[config.mk]
export PLATFORM = sky130hd
export DESIGN_NAME = muldiv_sequencer_flat
export DESIGN_NICKNAME = d
export VERILOG_FILES = /design/src/rtl/muldiv_sequencer_if.sv /design/src/rtl/muldiv_sequencer.sv /design/src/flat_wrapper.sv
export SDC_FILE = /design/constraint.sdc
export NUM_CORES = 1
export LEC_CHECK = 0
export BUFFER_PORTS_ARGS = -buffer_cell sky130_fd_sc_hd__clkbuf_2
export CELL_PAD_IN_SITES_DETAIL_PLACEMENT = 0
export CELL_PAD_IN_SITES_GLOBAL_PLACEMENT = 1
export CORE_MARGIN = 1
export CORE_UTILIZATION = 40
export DETAILED_ROUTE_END_ITERATION = 16
export GPL_ROUTABILITY_DRIVEN = 0
export PLACE_DENSITY_LB_ADDON = 0.1
export SYNTH_ARGS = -nofsm -noshare
export SYNTH_HDL_FRONTEND = slang
export SYNTH_SLANG_ARGS = --single-unit
[constraint.sdc]
create_clock -name clk -period 14.7 [get_ports clk]
set_input_delay 0.735 -clock clk [delete_from_list [all_inputs] [get_ports clk]]
set_output_delay 0.735 -clock clk [all_outputs]
set_load 0.02 [all_outputs]
[src/rtl/muldiv_sequencer_if.sv]
// Bundle of request/response signals between the EX stage and the
// multiply/divide sequencer. The pipeline side uses the master modport,
// the sequencer uses the slave modport.
interface muldiv_sequencer_if #(
  parameter int WIDTH = 32
);
  logic             start;
  logic [2:0]       op;
  logic [WIDTH-1:0] src0;
  logic [WIDTH-1:0] src1;
  logic             cancel;
  logic             hilo_rd;
  logic             busy;
  logic             done;
  logic             stall;
  logic [WIDTH-1:0] hi;
  logic [WIDTH-1:0] lo;

  modport master (
    output start, op, src0, src1, cancel, hilo_rd,
    input  busy, done, stall, hi, lo
  );

  modport slave (
    input  start, op, src0, src1, cancel, hilo_rd,
    output busy, done, stall, hi, lo
  );
endinterface

[src/rtl/muldiv_sequencer.sv]
// Multi-cycle multiply/divide sequencer for the EX stage. Runs a shift-add
// multiplier and a restoring divider over WIDTH iterations and owns HI/LO.
// Optional macro MULDIV_EARLY_OUT_EN: the multiplier finishes early once the
// remaining multiplier bits are all zero.
//
// state | meaning
// IDLE  | waiting for an issue; MTHI/MTLO complete here in one cycle
// MUL   | shift-add iterations, counter counts down from WIDTH
// DIV   | restoring-divide iterations, counter counts down from WIDTH
// FIX   | sign correction, HI/LO write, done pulse
module muldiv_sequencer #(
  parameter int WIDTH = 32
) (
  input  logic                clk,
  input  logic                reset,
  muldiv_sequencer_if.slave   bus
);
  localparam int CW = $clog2(WIDTH + 1);

  localparam logic [2:0] OP_MULT  = 3'd1;
  localparam logic [2:0] OP_MULTU = 3'd2;
  localparam logic [2:0] OP_DIV   = 3'd3;
  localparam logic [2:0] OP_DIVU  = 3'd4;
  localparam logic [2:0] OP_MTHI  = 3'd5;
  localparam logic [2:0] OP_MTLO  = 3'd6;

  typedef enum logic [1:0] {S_IDLE, S_MUL, S_DIV, S_FIX} state_t;

  state_t             state_q, state_d;
  logic [CW-1:0]      cnt_q, cnt_d;
  // MUL: {partial product high, multiplier/product low}; DIV: {rem, quot}
  logic [2*WIDTH-1:0] acc_q, acc_d;
  // multiplicand or divisor magnitude
  logic [WIDTH-1:0]   opb_q, opb_d;
  logic               is_mul_q, is_mul_d;
  logic               dz_q, dz_d;
  logic               neg_res_q, neg_res_d;
  logic               neg_rem_q, neg_rem_d;
  logic [WIDTH-1:0]   hi_q, hi_d;
  logic [WIDTH-1:0]   lo_q, lo_d;
  logic               done_q, done_d;

  logic               is_signed;
  logic               sign0, sign1;
  logic [WIDTH-1:0]   src0_mag, src1_mag;

  // Signed ops work on magnitudes; the most negative value maps onto itself
  // and is then read as an unsigned WIDTH-bit magnitude.
  assign is_signed = (bus.op == OP_MULT) || (bus.op == OP_DIV);
  assign sign0     = is_signed & bus.src0[WIDTH-1];
  assign sign1     = is_signed & bus.src1[WIDTH-1];
  assign src0_mag  = sign0 ? -bus.src0 : bus.src0;
  assign src1_mag  = sign1 ? -bus.src1 : bus.src1;

  logic [WIDTH:0]     mul_sum;
  logic [2*WIDTH-1:0] mul_next;
  logic [WIDTH:0]     div_trial;
  logic [2*WIDTH-1:0] div_next;

  // One shift-add step; the carry out of the add shifts into the top bit.
  assign mul_sum  = {1'b0, acc_q[2*WIDTH-1:WIDTH]} + {1'b0, opb_q};
  assign mul_next = acc_q[0] ? {mul_sum, acc_q[WIDTH-1:1]}
                             : {1'b0, acc_q[2*WIDTH-1:1]};

  // One restoring step; the borrow bit of the trial subtract is the sign.
  assign div_trial = {acc_q[2*WIDTH-1:WIDTH], acc_q[WIDTH-1]} - {1'b0, opb_q};
  assign div_next  = div_trial[WIDTH] ? {acc_q[2*WIDTH-2:0], 1'b0}
                                      : {div_trial[WIDTH-1:0], acc_q[WIDTH-2:0], 1'b1};

  logic [2*WIDTH-1:0] prod_fix;
  logic [WIDTH-1:0]   quot_fix, rem_fix;

  assign prod_fix = neg_res_q ? -acc_q : acc_q;
  assign quot_fix = neg_res_q ? -acc_q[WIDTH-1:0] : acc_q[WIDTH-1:0];
  assign rem_fix  = neg_rem_q ? -acc_q[2*WIDTH-1:WIDTH] : acc_q[2*WIDTH-1:WIDTH];

`ifdef MULDIV_EARLY_OUT_EN
  logic [CW-1:0] bits_done;
  logic          mul_rest_zero;

  // Remaining multiplier bits sit in the low cnt_q bits of the low half.
  assign bits_done     = CW'(WIDTH) - cnt_q;
  assign mul_rest_zero = (acc_q[WIDTH-1:0] << bits_done) == '0;
`endif

  // Next-state and datapath control.
  always_comb begin
    state_d   = state_q;
    cnt_d     = cnt_q;
    acc_d     = acc_q;
    opb_d     = opb_q;
    is_mul_d  = is_mul_q;
    dz_d      = dz_q;
    neg_res_d = neg_res_q;
    neg_rem_d = neg_rem_q;
    hi_d      = hi_q;
    lo_d      = lo_q;
    done_d    = 1'b0;

    case (state_q)
      S_IDLE: begin
        if (bus.start && !bus.cancel) begin
          case (bus.op)
            OP_MULT, OP_MULTU: begin
              acc_d     = {{WIDTH{1'b0}}, src1_mag};
              opb_d     = src0_mag;
              neg_res_d = sign0 ^ sign1;
              neg_rem_d = 1'b0;
              is_mul_d  = 1'b1;
              dz_d      = 1'b0;
              cnt_d     = CW'(WIDTH);
              state_d   = S_MUL;
            end
            OP_DIV, OP_DIVU: begin
              is_mul_d  = 1'b0;
              cnt_d     = CW'(WIDTH);
              neg_res_d = sign0 ^ sign1;
              neg_rem_d = sign0;
              opb_d     = src1_mag;
              if (bus.src1 == '0) begin
                // divide by zero returns the dividend untouched in HI
                acc_d   = {{WIDTH{1'b0}}, bus.src0};
                dz_d    = 1'b1;
                state_d = S_FIX;
              end else begin
                acc_d   = {{WIDTH{1'b0}}, src0_mag};
                dz_d    = 1'b0;
                state_d = S_DIV;
              end
            end
            OP_MTHI: hi_d = bus.src0;
            OP_MTLO: lo_d = bus.src0;
            default: ;
          endcase
        end
      end

      S_MUL: begin
        if (bus.cancel) begin
          state_d = S_IDLE;
        end else begin
`ifdef MULDIV_EARLY_OUT_EN
          if (mul_rest_zero) begin
            acc_d   = acc_q >> cnt_q;
            cnt_d   = '0;
            state_d = S_FIX;
          end else begin
            acc_d = mul_next;
            cnt_d = cnt_q - CW'(1);
            if (cnt_q == CW'(1)) state_d = S_FIX;
          end
`else
          acc_d = mul_next;
          cnt_d = cnt_q - CW'(1);
          if (cnt_q == CW'(1)) state_d = S_FIX;
`endif
        end
      end

      S_DIV: begin
        if (bus.cancel) begin
          state_d = S_IDLE;
        end else begin
          acc_d = div_next;
          cnt_d = cnt_q - CW'(1);
          if (cnt_q == CW'(1)) state_d = S_FIX;
        end
      end

      S_FIX: begin
        state_d = S_IDLE;
        if (!bus.cancel) begin
          done_d = 1'b1;
          if (is_mul_q) begin
            hi_d = prod_fix[2*WIDTH-1:WIDTH];
            lo_d = prod_fix[WIDTH-1:0];
          end else if (dz_q) begin
            hi_d = acc_q[WIDTH-1:0];
            lo_d = '1;
          end else begin
            hi_d = rem_fix;
            lo_d = quot_fix;
          end
        end
      end

      default: state_d = S_IDLE;
    endcase
  end

  // State, datapath and HI/LO registers.
  always_ff @(posedge clk or posedge reset) begin
    if (reset) begin
      state_q   <= S_IDLE;
      cnt_q     <= '0;
      acc_q     <= '0;
      opb_q     <= '0;
      is_mul_q  <= 1'b0;
      dz_q      <= 1'b0;
      neg_res_q <= 1'b0;
      neg_rem_q <= 1'b0;
      hi_q      <= '0;
      lo_q      <= '0;
      done_q    <= 1'b0;
    end else begin
      state_q   <= state_d;
      cnt_q     <= cnt_d;
      acc_q     <= acc_d;
      opb_q     <= opb_d;
      is_mul_q  <= is_mul_d;
      dz_q      <= dz_d;
      neg_res_q <= neg_res_d;
      neg_rem_q <= neg_rem_d;
      hi_q      <= hi_d;
      lo_q      <= lo_d;
      done_q    <= done_d;
    end
  end

  assign bus.busy  = (state_q != S_IDLE);
  assign bus.done  = done_q;
  assign bus.stall = bus.busy & (bus.start | bus.hilo_rd);
  assign bus.hi    = hi_q;
  assign bus.lo    = lo_q;
endmodule

[src/flat_wrapper.sv]
// flat-port wrapper written by rule: the top's interface ports become plain ports
module muldiv_sequencer_flat 
#(
  parameter int WIDTH = 32
)
  (clk, reset, bus_start, bus_op, bus_src0, bus_src1, bus_cancel, bus_hilo_rd, bus_busy, bus_done, bus_stall, bus_hi, bus_lo);
  muldiv_sequencer_if #(.WIDTH(WIDTH)) bus_i ();
  input  logic clk;
  input  logic reset;
  input wire logic [$bits(bus_i.start)-1:0] bus_start;
  input wire logic [$bits(bus_i.op)-1:0] bus_op;
  input wire logic [$bits(bus_i.src0)-1:0] bus_src0;
  input wire logic [$bits(bus_i.src1)-1:0] bus_src1;
  input wire logic [$bits(bus_i.cancel)-1:0] bus_cancel;
  input wire logic [$bits(bus_i.hilo_rd)-1:0] bus_hilo_rd;
  output wire logic [$bits(bus_i.busy)-1:0] bus_busy;
  output wire logic [$bits(bus_i.done)-1:0] bus_done;
  output wire logic [$bits(bus_i.stall)-1:0] bus_stall;
  output wire logic [$bits(bus_i.hi)-1:0] bus_hi;
  output wire logic [$bits(bus_i.lo)-1:0] bus_lo;
  assign bus_i.start = bus_start;
  assign bus_i.op = bus_op;
  assign bus_i.src0 = bus_src0;
  assign bus_i.src1 = bus_src1;
  assign bus_i.cancel = bus_cancel;
  assign bus_i.hilo_rd = bus_hilo_rd;
  assign bus_busy = bus_i.busy;
  assign bus_done = bus_i.done;
  assign bus_stall = bus_i.stall;
  assign bus_hi = bus_i.hi;
  assign bus_lo = bus_i.lo;
  muldiv_sequencer #(.WIDTH(WIDTH)) u_core (.clk(clk), .reset(reset), .bus(bus_i));
endmodule
==> results by stage <==
Run status:
- The flow ran to the end, and the final reports show no timing, DRC or antenna violations.

Global route:
- Across every metal layer, demand over resource in global routing totals 0.3434.
- Entering global routing, the biggest net connects 82 pins.
- The initial antenna violation count is 2.
- The met1 demand-to-capacity share in global routing is 0.4551.
- The most used routing layer in global routing is met2.
- The number of global-route vias before repair was 16630.
- For met2 alone, demand over resource in global routing was 0.5387.
- The first global-routing pass estimated 106800 µm of wire.
- The final global-route overflow total is 0.
- For this run, global-route usage on met3 was measured as 0.07159.

Worst setup path:
- The arrival time of the worst setup path is 4.90 ns.
- The signal on the critical path passes through clkinv_1, ha_1, nand3_1, or2_2, or3_1, nor2_1, nor2_1, a211oi_1, a21oi_1, a21oi_1.
- The library cell contributing the largest single delay on the critical path is sky130_fd_sc_hd__a211oi_1.
- For this run, the slowest stage of the critical path takes 0.77 ns.
- The endpoint required time on the critical path is 15.09 ns.
- In this run the worst path has a maximum fanout of 8.
- The startpoint type of the worst setup path is a flip-flop.
- The critical path class is reg2reg.
- The worst setup path is captured at a flip-flop.

Logic synthesis:
- The count of distinct cell types in the synthesized netlist is 77.
- For this run, the register share of the synthesized area comes to 0.2616.
- The synthesized design contains 173 register bits.
- The synthesized area per cell is 7.397 µm².
- The number of synthesized flops with an enable pin is 0.
- After technology mapping, the gate count stands at 2237.
- Counting every net in the synthesized netlist gives 2385.
- In the synthesized netlist the dominant register cell turns out to be sky130_fd_sc_hd__dfrtp_1.
- The synthesized netlist occupies a cell area of 16550 µm².
- During synthesis, Yosys emitted a total of 0 warnings.
- In the synthesized netlist the async set-or-reset flop fraction comes to 1.000.

Final layout:
- The area growth from synthesis to layout is 9.391%.
- The final-layout fill cell count is 4286.
- The final layout contains 2397 nets.
- In the layout the commonest cells are 291 x sky130_fd_sc_hd__nand2_1, 255 x sky130_fd_sc_hd__o21ai_0, 188 x sky130_fd_sc_hd__a21oi_1, 173 x sky130_fd_sc_hd__nor2_1, 172 x sky130_fd_sc_hd__dfrtp_1.
- The most frequent standard cell in the layout excluding fill and tap cells is sky130_fd_sc_hd__nand2_1.
- The proportion of layout cells with a drive suffix above 1 is 0.1092.
- At the end of the flow the core is filled with cells to 0.4433.

Power:
- Across the VDD grid, the largest voltage drop is 0.0001442 V.
- For this design the static power due to leakage is 7.671 nW.
- The total power divided by cell area is 249.1 nW/µm².
- The power consumption is 4.509 mW.

Clocking:
- Clock latency on the worst-skew pair, taken at its later pin, is 0.48 ns.
- The clock slew seen by the registers of the worst setup and hold paths is 0.08 ns.
- The number of clock sinks is 173.
- TritonCTS built the clock tree.
- In this run, CTS created clock tree buffers numbering 17.
- Once the clock tree was built, the setup fixing pass inserted 0 buffers.
- The post-CTS resize count is 0.
- The hold buffer count at cts is 0.
- The tree is rooted in a sky130_fd_sc_hd__clkbuf_16.
- The clock tree synthesis step divided the H-tree into 4 levels.
- The worst-case clock buffer depth is 2.

Floorplan:
- The core outline area is 40830 µm².
- The die boundary width is 205.4 µm.
- The area of the die is 42190 µm².
- During I/O placement, the number of pins put on the boundary was 139.
- The initialized floorplan defines 74 standard-cell rows.
- The height of the die is 205.4 µm.
- The starting utilization of the core area is 0.4053.

Drt:
- The total via count after detailed routing is 17620.
- The total wire length after detailed routing is 71980 µm.
- After detailed routing, the average wire length per cell comes to 25.75 µm.
- The detailed router finished its first iteration with 1857 violations.
- After detailed routing, the number of remaining DRC violations is 0.
- The detail-routed via count per cell is 6.304.
- The count of nets left with antenna violations once routing finished came out at 0.
- The first-pass iteration count of the detailed router is 7.

Worst hold path:
- The type of the tightest min-delay check is in2async.

STA:
- At the pin with the least slew margin, the transition time is 1.233 ns.
- The fmax is 0.2215 GHz.
- Setup violations remaining at the end of the flow were counted as 0.
- Setup repair after global routing left no endpoint under its margin.
- The total negative slack is 0 ns.
- The final max-slew violation count is 0.
- The routed design could run at a clock period as short as 4.514 ns.
- Of the available clock period, the critical path in the final layout requires 0.3071.
- Measured against its own limit, the worst slew margin works out to 0.1752.
- The count of final hold-check violations is 0.
- For the final database, setup skew stands at 0.01732 ns.
- After layout, the worst setup slack is 10.19 ns.

Place:
- Port buffering added 138 buffers.
- The post-placement worst setup slack is 10.48 ns.
- The sum of net half-perimeters after detailed placement is 54240 µm.

Flow run:
- The max-cap violation count is 0.
==> cells in the mapped netlist, types with 17 or more instances <==
cell type	number	area, µm²
sky130_fd_sc_hd__o21ai_0	256	1281
sky130_fd_sc_hd__and3_1	26	162.7
sky130_fd_sc_hd__clkbuf_1	153	574.3
sky130_fd_sc_hd__xor2_1	85	744.5
sky130_fd_sc_hd__o31ai_1	23	172.7
sky130_fd_sc_hd__o22ai_1	37	231.5
sky130_fd_sc_hd__ha_1	74	925.9
sky130_fd_sc_hd__inv_1	77	289.0
sky130_fd_sc_hd__xnor2_1	113	989.7
sky130_fd_sc_hd__a221oi_1	25	219.0
sky130_fd_sc_hd__nand2b_1	18	112.6
sky130_fd_sc_hd__nand2_1	291	1092
sky130_fd_sc_hd__a21oi_1	188	940.9
sky130_fd_sc_hd__a22oi_1	36	270.3
sky130_fd_sc_hd__dfrtp_1	173	4329
sky130_fd_sc_hd__mux2i_1	21	210.2
sky130_fd_sc_hd__nor2_1	173	649.4
sky130_fd_sc_hd__or3_1	26	162.7
sky130_fd_sc_hd__nor3_1	46	230.2
sky130_fd_sc_hd__a21o_1	26	195.2
sky130_fd_sc_hd__buf_1	17	63.81
sky130_fd_sc_hd__nand3_1	45	225.2
sky130_fd_sc_hd__a31oi_1	31	193.9
==> cell families (layout without fill, tap and decap cells) <==
kind of cell / Yosys count / in the layout / share of synthesized area
AO/OA/AOI/OAI: 779 / 779 / 0.2919
AND/OR/NAND/NOR: 719 / 719 / 0.2011
buffers and inverters: 256 / 281 / 0.05928
XOR/XNOR: 198 / 198 / 0.1048
flip-flops: 173 / 173 / 0.2616
adder cells (fa/ha/maj): 76 / 76 / 0.05837
multiplexers: 36 / 36 / 0.02291
other: 0 / 1 / 0
==> sequential cells by signal, summed over array words and instances (netlist names) <==
name              flops
u_core.acc_q         64
u_core.bus.done       1
u_core.bus.hi        32
u_core.bus.lo        32
u_core.cnt_q          6
u_core.dz_q           1
u_core.is_mul_q       1
u_core.neg_rem_q      1
u_core.neg_res_q      1
u_core.opb_q         32
u_core.state_q        2
==> through the flow <==
| step | hold WS, ns | instances | instance area [µm²] |
|---|---|---|---|
| floorplan | 0.4614 | 2237 | 16550 |
| global placement | 0.4666 | 2761 | 17530 |
| detailed placement | 0.4730 | 2761 | 17530 |
| CTS | 0.3117 | 2793 | 18090 |
| global route | 0.3466 | 2794 | 18100 |
| finish | 0.2982 | 2795 | 18100 |
==> final cells by class <==
class	count	area (µm²)	area share
Timing Repair Buffer	169	927.1	0.05122
Inverter	80	305.3	0.01687
Sequential cell	173	4330	0.2392
Clock inverter	12	100.1	0.005530
Antenna cell	1	2.502	0.0001382
Multi-Input combinational cell	1808	11310	0.6250
Tap cell	532	665.6	0.03677
Clock buffer	20	456.7	0.02523
==> routing by layer <==
metal  vias to the layer above  wire [µm]
met5                         -         11
met4                         2       3175
met3                       159       5503
met1                      8573      31110
met2                       783      32180
li1                       8102          -
==> worst max-delay path, delay by kind of cell, from the launching register on <==
family	cells	cell delay [ns]
buffers and inverters	1	0.36
AOI/OAI and AO/OA	3	1.37
adders and majority gates	1	0.26
DFF	1	0.52
and+or+nand+nor	5	1.92
==> power by group <==
group          total (mW)  switching (mW)  internal, mW  leakage, nW
clock network       0.465           0.235         0.230        0.266
logic                2.97            1.90          1.07         5.22
registers            1.07           0.384         0.687         2.19
==> path summary, 6_finish.rpt <==
path | from | endpoint | slack [ns] | cells past startpoint
max in group asynchronous | reset | u_core.cnt_q[3] | 13.06 | 3
min reg2reg | u_core.bus.lo[20] | u_core.bus.lo[20] | 0.48 | 2
min | reset | u_core.bus.hi[20] | 0.30 | 2
min in group clk | u_core.bus.lo[20] | u_core.bus.lo[20] | 0.48 | 2
max | u_core.acc_q[0] | u_core.bus.hi[0] | 10.19 | 10
max reg2reg | u_core.acc_q[0] | u_core.bus.hi[0] | 10.19 | 10
Note: power is estimated with default switching activity, not from simulation.
